`src/rtl/frame_capture_ctrl_pkg.sv`:
```
`default_nettype none
// ============================================================================
// Package     : cam_pkg
// Description : Shared types and constants for the OV7670 frame-capture path.
//               Provides the capture FSM state type, the RGB332 colour-bar
//               constants and the default stored-frame dimensions.
// Revision    : 1.0 - initial release
// ============================================================================
package cam_pkg;

    // Capture sequencer states.
    typedef enum logic [1:0] {
        IDLE       = 2'd0,
        WAIT_VSYNC = 2'd1,
        CAPTURE    = 2'd2,
        DONE       = 2'd3
    } cam_state_t;

    // RGB332 colours used by the optional colour-bar pattern.
    localparam logic [7:0] c_RGB332_RED   = 8'hE0;
    localparam logic [7:0] c_RGB332_GREEN = 8'h1C;
    localparam logic [7:0] c_RGB332_BLUE  = 8'h03;
    localparam logic [7:0] c_RGB332_WHITE = 8'hFF;
    localparam logic [7:0] c_RGB332_BLACK = 8'h00;

    // Default stored-frame geometry (QCIF) and frame-buffer address width.
    localparam int c_DEFAULT_SCREEN_WIDTH  = 176;
    localparam int c_DEFAULT_SCREEN_HEIGHT = 144;
    localparam int c_DEFAULT_ADDR_W        = 15;

    // Colour bar selected by column bits [7:5]: 32-pixel wide bars, black
    // beyond the fourth bar.
    function automatic logic [7:0] colour_bar(input logic [2:0] bar);
        logic [7:0] colour;
        case (bar)
            3'd0:    colour = c_RGB332_RED;
            3'd1:    colour = c_RGB332_GREEN;
            3'd2:    colour = c_RGB332_BLUE;
            3'd3:    colour = c_RGB332_WHITE;
            default: colour = c_RGB332_BLACK;
        endcase
        return colour;
    endfunction

endpackage
`default_nettype wire

```
`src/rtl/frame_capture_ctrl_if.sv`:
```
`default_nettype none
// ============================================================================
// Interface   : frame_capture_ctrl_if
// Description : Frame-buffer write port (address, RGB332 data, write strobe).
//               master : driven by the capture controller
//               slave  : observed by the frame-buffer write side
// Ports       : W_ADDR [ADDR_W] write address, W_DATA [8] pixel, W_EN strobe
// Revision    : 1.0 - initial release
// ============================================================================
interface frame_capture_ctrl_if
    import cam_pkg::*;
#(
    parameter int ADDR_W = c_DEFAULT_ADDR_W
);
    logic [ADDR_W-1:0] W_ADDR;
    logic [7:0]        W_DATA;
    logic              W_EN;

    modport master (output W_ADDR, output W_DATA, output W_EN);
    modport slave  (input  W_ADDR, input  W_DATA, input  W_EN);
endinterface
`default_nettype wire

```
`src/rtl/frame_capture_ctrl_rgb565_to_332.sv`:
```
`default_nettype none
// ============================================================================
// Module      : rgb565_to_332
// Description : Byte-pair packer. Latches the RGB565 high byte on phase 0 and,
//               on the phase-1 byte, presents the RGB332 pixel
//               {hi[7:5], hi[2:0], lo[4:3]} with a one-cycle valid.
// Ports       : clk, rst        - clock, synchronous active-high reset
//               i_start         - line start (forces phase 0 for this byte)
//               i_byte_en       - a camera byte is accepted this cycle
//               i_data   [8]    - camera byte
//               o_pixel  [8]    - packed RGB332 pixel (valid with o_pixel_valid)
//               o_pixel_valid   - second byte of a pair accepted this cycle
// Revision    : 1.0 - initial release
// ============================================================================
module rgb565_to_332 (
    input  logic       clk,
    input  logic       rst,
    input  logic       i_start,
    input  logic       i_byte_en,
    input  logic [7:0] i_data,
    output logic [7:0] o_pixel,
    output logic       o_pixel_valid
);
    logic       r_phase;
    logic [5:0] r_hi;     // only the bits that survive packing are kept
    logic       w_phase;

    assign w_phase       = i_start ? 1'b0 : r_phase;
    assign o_pixel_valid = i_byte_en & w_phase;
    assign o_pixel       = {r_hi, i_data[4:3]};

    // Any cycle without an accepted byte returns to phase 0, so an odd byte
    // left at the end of a line is dropped.
    always_ff @(posedge clk) begin
        if (rst) begin
            r_phase <= 1'b0;
            r_hi    <= 6'd0;
        end else if (i_byte_en) begin
            if (!w_phase) begin
                r_hi    <= {i_data[7:5], i_data[2:0]};
                r_phase <= 1'b1;
            end else begin
                r_phase <= 1'b0;
            end
        end else begin
            r_phase <= 1'b0;
        end
    end
endmodule
`default_nettype wire

```
`src/rtl/frame_capture_ctrl.sv`:
```
`default_nettype none
// ============================================================================
// Module      : frame_capture_ctrl
// Description : OV7670 capture sequencer. Frames on VSYNC/HREF, packs RGB565
//               byte pairs into RGB332, generates the linear frame-buffer
//               write address/strobe and pulses FRAME_DONE at end of frame.
//               Runs entirely in the camera pixel-clock domain.
// Ports       : CLOCK, RESET (sync, active high)
//               VSYNC, HREF, DATA_IN[8]      - camera pins
//               CAPTURE_REQ, CONTINUOUS      - capture control
//               TEST_MODE                    - colour-bar select
//               fb (master)                  - W_ADDR/W_DATA/W_EN write port
//               X[10], Y[10]                 - current column / line
//               BUSY, FRAME_DONE, SHORT_FRAME - status
// Options     : `define CAPTURE_TEST_PATTERN_EN to replace W_DATA with colour
//               bars while TEST_MODE=1; otherwise TEST_MODE is ignored.
// Revision    : 1.0 - initial release
// ============================================================================
module frame_capture_ctrl
    import cam_pkg::*;
#(
    parameter int SCREEN_WIDTH  = c_DEFAULT_SCREEN_WIDTH,
    parameter int SCREEN_HEIGHT = c_DEFAULT_SCREEN_HEIGHT,
    parameter int ADDR_W        = c_DEFAULT_ADDR_W   // WIDTH*HEIGHT <= 2**ADDR_W
) (
    input  logic                CLOCK,
    input  logic                RESET,
    input  logic                VSYNC,
    input  logic                HREF,
    input  logic [7:0]          DATA_IN,
    input  logic                CAPTURE_REQ,
    input  logic                CONTINUOUS,
    input  logic                TEST_MODE,
    frame_capture_ctrl_if.master fb,
    output logic [9:0]          X,
    output logic [9:0]          Y,
    output logic                BUSY,
    output logic                FRAME_DONE,
    output logic                SHORT_FRAME
);
    localparam logic [9:0]        c_WIDTH_X  = 10'(SCREEN_WIDTH);
    localparam logic [9:0]        c_HEIGHT_Y = 10'(SCREEN_HEIGHT);
    localparam logic [ADDR_W-1:0] c_WIDTH_A  = ADDR_W'(SCREEN_WIDTH);

    cam_state_t r_state, w_next_state;

    logic              r_vsync_q, r_href_q;
    logic              w_vsync_rise, w_vsync_fall, w_href_rise, w_href_fall;
    logic              w_in_capture, w_byte_en;
    logic [7:0]        w_pixel, w_pixel_out;
    logic              w_pixel_valid;
    logic [9:0]        r_x, r_y;
    logic [ADDR_W-1:0] r_line_base, r_w_addr;
    logic [7:0]        r_w_data;
    logic              r_w_en, r_short, r_line_bytes;

    assign w_vsync_rise = VSYNC & ~r_vsync_q;
    assign w_vsync_fall = ~VSYNC & r_vsync_q;
    assign w_href_rise  = HREF & ~r_href_q;
    assign w_href_fall  = ~HREF & r_href_q;

    // VSYNC rising ends the frame and overrides every line/byte event.
    assign w_in_capture = (r_state == CAPTURE) && !w_vsync_rise;
    assign w_byte_en    = w_in_capture && HREF;

    rgb565_to_332 u_packer (
        .clk           (CLOCK),
        .rst           (RESET),
        .i_start       (w_href_rise),
        .i_byte_en     (w_byte_en),
        .i_data        (DATA_IN),
        .o_pixel       (w_pixel),
        .o_pixel_valid (w_pixel_valid)
    );

`ifdef CAPTURE_TEST_PATTERN_EN
    assign w_pixel_out = TEST_MODE ? colour_bar(r_x[7:5]) : w_pixel;
`else
    logic w_unused_test_mode;
    assign w_unused_test_mode = TEST_MODE;
    assign w_pixel_out        = w_pixel;
`endif

    // ------------------------------------------------------------------
    // Sequencer
    // ------------------------------------------------------------------
    always_ff @(posedge CLOCK) begin
        if (RESET) r_state <= IDLE;
        else       r_state <= w_next_state;
    end

    always_comb begin
        w_next_state = r_state;
        BUSY         = 1'b0;
        FRAME_DONE   = 1'b0;
        case (r_state)
            IDLE: begin
                if (CAPTURE_REQ) w_next_state = WAIT_VSYNC;
            end
            WAIT_VSYNC: begin
                BUSY = 1'b1;
                if (w_vsync_fall) w_next_state = CAPTURE;
            end
            CAPTURE: begin
                BUSY = 1'b1;
                if (w_vsync_rise) w_next_state = DONE;
            end
            DONE: begin
                FRAME_DONE   = 1'b1;
                w_next_state = CONTINUOUS ? WAIT_VSYNC : IDLE;
            end
            default: w_next_state = IDLE;
        endcase
    end

    // ------------------------------------------------------------------
    // Position, address and write-port datapath
    // ------------------------------------------------------------------
    always_ff @(posedge CLOCK) begin
        if (RESET) begin
            r_vsync_q    <= 1'b0;
            r_href_q     <= 1'b0;
            r_x          <= 10'd0;
            r_y          <= 10'd0;
            r_line_base  <= '0;
            r_w_addr     <= '0;
            r_w_data     <= 8'd0;
            r_w_en       <= 1'b0;
            r_short      <= 1'b0;
            r_line_bytes <= 1'b0;
        end else begin
            r_vsync_q <= VSYNC;
            r_href_q  <= HREF;
            r_w_en    <= 1'b0;
            case (r_state)
                IDLE: begin
                    if (CAPTURE_REQ) r_short <= 1'b0;
                end
                WAIT_VSYNC: begin
                    if (w_vsync_fall) begin
                        r_x          <= 10'd0;
                        r_y          <= 10'd0;
                        r_line_base  <= '0;
                        r_w_addr     <= '0;
                        r_line_bytes <= 1'b0;
                    end
                end
                CAPTURE: begin
                    if (w_vsync_rise) begin
                        // Short-frame flag rises together with FRAME_DONE.
                        if (r_y < c_HEIGHT_Y) r_short <= 1'b1;
                    end else begin
                        if (w_href_rise) r_x <= 10'd0;
                        if (w_byte_en) r_line_bytes <= 1'b1;
                        if (w_pixel_valid && (r_x < c_WIDTH_X)) begin
                            r_x <= r_x + 10'd1;
                            if (r_y < c_HEIGHT_Y) begin
                                r_w_en   <= 1'b1;
                                r_w_data <= w_pixel_out;
                                r_w_addr <= r_line_base + ADDR_W'(r_x);
                            end
                        end
                        if (w_href_fall) begin
                            r_line_bytes <= 1'b0;
                            // Line base advances by addition only and stops
                            // with Y, keeping W_ADDR inside the frame.
                            if (r_line_bytes && (r_y < c_HEIGHT_Y)) begin
                                r_y         <= r_y + 10'd1;
                                r_line_base <= r_line_base + c_WIDTH_A;
                            end
                        end
                    end
                end
                default: ;
            endcase
        end
    end

    assign fb.W_ADDR   = r_w_addr;
    assign fb.W_DATA   = r_w_data;
    assign fb.W_EN     = r_w_en;
    assign X           = r_x;
    assign Y           = r_y;
    assign SHORT_FRAME = r_short;
endmodule
`default_nettype wire

```
`src/flat_wrapper.sv`:
```
// flat-port wrapper written by rule: the top's interface ports become plain ports
module frame_capture_ctrl_flat import cam_pkg::*;
#(
    parameter int SCREEN_WIDTH  = c_DEFAULT_SCREEN_WIDTH,
    parameter int SCREEN_HEIGHT = c_DEFAULT_SCREEN_HEIGHT,
    parameter int ADDR_W        = c_DEFAULT_ADDR_W                               
)
  (CLOCK, RESET, VSYNC, HREF, DATA_IN, CAPTURE_REQ, CONTINUOUS, TEST_MODE, X, Y, BUSY, FRAME_DONE, SHORT_FRAME, fb_W_ADDR, fb_W_DATA, fb_W_EN);
  frame_capture_ctrl_if #(.ADDR_W(ADDR_W)) fb_i ();
  input  logic CLOCK;
  input  logic RESET;
  input  logic VSYNC;
  input  logic HREF;
  input  logic [7:0] DATA_IN;
  input  logic CAPTURE_REQ;
  input  logic CONTINUOUS;
  input  logic TEST_MODE;
  output logic [9:0] X;
  output logic [9:0] Y;
  output logic BUSY;
  output logic FRAME_DONE;
  output logic SHORT_FRAME;
  output wire logic [$bits(fb_i.W_ADDR)-1:0] fb_W_ADDR;
  output wire logic [$bits(fb_i.W_DATA)-1:0] fb_W_DATA;
  output wire logic [$bits(fb_i.W_EN)-1:0] fb_W_EN;
  assign fb_W_ADDR = fb_i.W_ADDR;
  assign fb_W_DATA = fb_i.W_DATA;
  assign fb_W_EN = fb_i.W_EN;
  frame_capture_ctrl #(.SCREEN_WIDTH(SCREEN_WIDTH), .SCREEN_HEIGHT(SCREEN_HEIGHT), .ADDR_W(ADDR_W)) u_core (.CLOCK(CLOCK), .RESET(RESET), .VSYNC(VSYNC), .HREF(HREF), .DATA_IN(DATA_IN), .CAPTURE_REQ(CAPTURE_REQ), .CONTINUOUS(CONTINUOUS), .TEST_MODE(TEST_MODE), .fb(fb_i), .X(X), .Y(Y), .BUSY(BUSY), .FRAME_DONE(FRAME_DONE), .SHORT_FRAME(SHORT_FRAME));
endmodule
```
`config.mk`:
```
export PLATFORM = sky130hd
export DESIGN_NAME = frame_capture_ctrl_flat
export DESIGN_NICKNAME = d
export VERILOG_FILES = /design/src/rtl/frame_capture_ctrl_pkg.sv /design/src/rtl/frame_capture_ctrl_if.sv /design/src/rtl/frame_capture_ctrl_rgb565_to_332.sv /design/src/rtl/frame_capture_ctrl.sv /design/src/flat_wrapper.sv
export SDC_FILE = /design/constraint.sdc
export NUM_CORES = 1
export LEC_CHECK = 0
export ABC_AREA = 0
export CAP_MARGIN = 20
export CORE_MARGIN = 2
export CORE_UTILIZATION = 55
export DETAILED_ROUTE_END_ITERATION = 8
export DONT_BUFFER_PORTS = 1
export PLACE_DENSITY = 0.7
export REMOVE_ABC_BUFFERS = 1
export SYNTH_ARGS = -nofsm -noshare
export SYNTH_HDL_FRONTEND = slang
export SYNTH_SLANG_ARGS = --single-unit
```
`constraint.sdc`:
```
create_clock -name CLOCK -period 2.5 [get_ports CLOCK]
set_input_delay 0.5 -clock CLOCK [delete_from_list [all_inputs] [get_ports CLOCK]]
set_output_delay 0.5 -clock CLOCK [all_outputs]
set_load 0.02 [all_outputs]
```
==> metrics.md <==
| Metric | Value |
|---|---|
| Drt drc | `0` |
| VDD IR max | `484.0 uV` |
| CP Max Fanout | `21` |
| H-tree levels | `3` |
| Num rows | `29` |
| Vias | `around 3,200` |
| CTS root buffer | `clkbuf_8` |
| Crit share post-route | `0.9101` |
| Final Critical Period | `between 2000 and 2500 ps` |
| Int Power | `roughly 1900 uW` |
| Drt total wl | `8.919 mm` |
| Number of iterations in the first detailed-routing pass | `5` |
| Synthesized instance count | `420` |
| Die Y | `between 80 and 90 um` |
| Final Power | `around 2800 uW` |
| Max clock buf depth | `2` |
| #FFs+latches synth | `~70` |
| Crit path required time | `approximately 2800 ps` |
| Commonest non-fill, non-tap cells in the layout | `dfxtp_1 (68), a21oi_1 (39), nand2_1 (38), nand3_1 (26), nor2_1 (22)` |
| Largest net degree at the start of global routing | `35` |
| Clk pwr share | `0.380` |
| Least-Margin Pin Slew | `approximately 820 ps` |
| Top FF cell, synth | `dfxtp_1` |
| Max-slew violations | `0` |
| DP HPWL | `~6.3 mm` |
| Max Cap Violations | `0` |
| # port buffers | `0` |
| Clock transition at the registers of the reported paths | `roughly 90 ps` |
| CP Cell Sequence | `inv_1 -> ha_1 -> nor2b_2 -> a22o_4 -> a21oi_2 -> buf_4 -> or4_1 -> a21oi_1` |
| Global Route Usage Sum | `0.2496` |
| Sequential area share after synthesis | `0.3734` |
| Layout fillers | `560` |
| GPL Wtd Cong | `approximately 0.87` |
| DRC marker count from the first detailed-route iteration | `about 270` |
| CP Capture Type | `flip-flop` |
| FMAX | `between 400 and 500 MHz` |
| Fin Clk Skew | `about 12 ps` |
| Status | `finished, final reports clean` |
| Part of the power in registers | `0.409` |
| Asr flop ratio synth | `0` |
| Worst hold path type | `input port to flip-flop` |
| WS Path Type | `flip-flop to flip-flop` |
| Commonest non-fill, non-tap cell in the layout | `dfxtp_1` |
| Remaining antenna violation count | `0` |
| CP Buf/Inv Count | `2` |
| Mean Syn Cell Area | `a little under 9 um^2` |
| Rel. slew slack | `0.4484` |
| Starting Density | `0.5709` |
| Gr ovfl total | `0` |
| Critical path's slowest cell | `or4_1` |
| CP Launch Type | `flip-flop` |
| Area of the multi-input gates | `2126 um^2` |
| Core area | `roughly 6400 um^2` |
| Yosys warning count | `0` |
| Clock sinks | `a little under 70` |
| Setup violations, final | `0` |
| Antenna Diode Count | `0` |
| Routed len/inst | `17.77 um` |
| Post-layout nets | `449` |
| Post_cts resized | `0` |
| I/O Pins | `62` |
| Num CTS Buffers | `9` |
| Clock tree from TritonCTS | `done` |
| Die area | `7297 um^2` |
| First-pass GRT wire length | `around 15 mm` |
| Static leakage | `0.001394 uW` |
| Setup TNS | `0 ps` |
| CP peak stage delay | `slightly above 500 ps` |
| RSZ-0062 raised after global routing | `no` |
| Final Core Density | `0.6185` |
| EDFF count, synth | `0` |
| Netlist Area Pre-Place | `about 3600 um^2` |
| Sw Share | `0.3284` |
| Number of global-route vias before repair | `between 2,000 and 3,000` |
| Register area | `1361 um^2` |
| Critical path arrival | `between 2000 and 3000 ps` |
| # Post-CTS Setup Buffers | `0` |
| Final hold violations | `0` |
| Top delay family on crit path | `simple AND/OR/NAND/NOR gates` |
| Hold-fix buffers at CTS | `0` |
| Initial antenna violation count | `0` |
| Die width | `approximately 85 um` |
| PD cells | `713.7 nW/um^2` |
| Combinational share of power | `0.210` |
| Area delta synth->final | `8.339%` |
| Layout cells sized above 1 | `0.1153` |
| Psw | `between 900 and 1000 uW` |
| Clk Latency, worst-skew pair | `350 ps` |
| Synth cell types | `between 70 and 80` |
| Routed vias/inst | `6.422` |
==> path summary, 6_finish.rpt <==
check	depth (start not counted)	slack, ps	to	startpoint
min	1	210	u_core.fb.W_DATA[4]	RESET
max	8	220	u_core.Y[4]	u_core.r_state[0]
max reg2reg	8	220	u_core.Y[4]	u_core.r_state[0]
min reg2reg	2	460	u_core.fb.W_DATA[4]	u_core.u_packer.r_hi[2]
==> synthesized netlist by cell type, types with 3 or more instances <==
library cell,count,area share
or4_1,6,0.012
clkbuf_1,14,0.014
or2_2,5,0.0086
buf_2,4,0.0055
and3_1,7,0.012
nand3_1,26,0.036
nand4_1,10,0.017
mux2i_1,17,0.047
ha_1,14,0.048
xnor2_1,6,0.014
o31ai_1,7,0.014
nand2_1,38,0.039
nor2_1,22,0.023
and4_1,3,0.0072
o21ai_0,17,0.023
a21o_1,3,0.0062
nand2b_1,7,0.012
a22oi_1,3,0.0062
a21oi_1,39,0.054
o2bb2ai_1,5,0.012
nor2b_1,3,0.0051
nor3_1,5,0.0069
o21a_1,6,0.012
xor2_1,3,0.0072
dfxtp_1,68,0.37
inv_1,16,0.016
a211oi_1,4,0.0082
nor4_1,4,0.0069
nor4b_1,4,0.0096
and2_1,4,0.0069
==> power groups by stage <==
stage	registers [uW]	logic [uW]	clock network, uW
after floorplan	1170	434	0
after global placement	1180	565	0
after detailed placement	1180	584	0
after CTS	1150	589	1080
after global routing	1160	651	1140
final	1150	593	1070
==> routing by layer <==
layer	vias up	share of wire	track usage
li1	1563	-	-
met1	1538	0.47	0.3420
met2	112	0.46	0.3906
met3	11	0.064	0.06128
met4	0	0.013	0.07359
met5	-	0	0
==> per-stage QoR <==
step	cells	hold slack, ps	setup slack [ps]	cell area (um^2)
2_1_floorplan	399	441.1	183.2	3547
3_5_place_dp	486	453.5	265.6	3719
3_3_place_gp	486	449.7	358.0	3719
5_1_grt	502	190.8	12.99	3950
4_1_cts	502	196.5	242.6	3950
6_report	502	205.5	224.6	3950
==> sequential cells by signal, summed over array words and instances (netlist names) <==
signal and flops:
u_core.SHORT_FRAME 1, u_core.fb.W_ADDR 15, u_core.r_line_bytes 1, u_core.fb.W_EN 1
u_core.r_line_base 11, u_core.r_state 2, u_core.u_packer.r_phase 1, u_core.X 10
u_core.fb.W_DATA 8, u_core.r_vsync_q 1, u_core.u_packer.r_hi 6, u_core.Y 10
u_core.r_href_q 1
==> kinds of logic (layout without fill, tap and decap cells) <==
group,count (synthesis),in the layout,share of synthesized area
flip-flops,68,68,0.3734
multiplexers,17,17,0.04667
XOR/XNOR,9,9,0.02162
other,1,1,0.001029
AND/OR/NAND/NOR,155,155,0.2351
buffers and inverters,37,42,0.04358
AO/OA/AOI/OAI,119,119,0.2306
adder cells (fa/ha/maj),14,14,0.04804
==> final cells by class <==
type,count,share of cell area
clock buffer,9,0.03136
clock inverter,7,0.02724
inverter,16,0.01520
multi-input combinational,315,0.5382
sequential,68,0.3446
tap,77,0.02439
timing repair buffer,10,0.01901
Note: power is estimated with default switching activity, not from simulation.
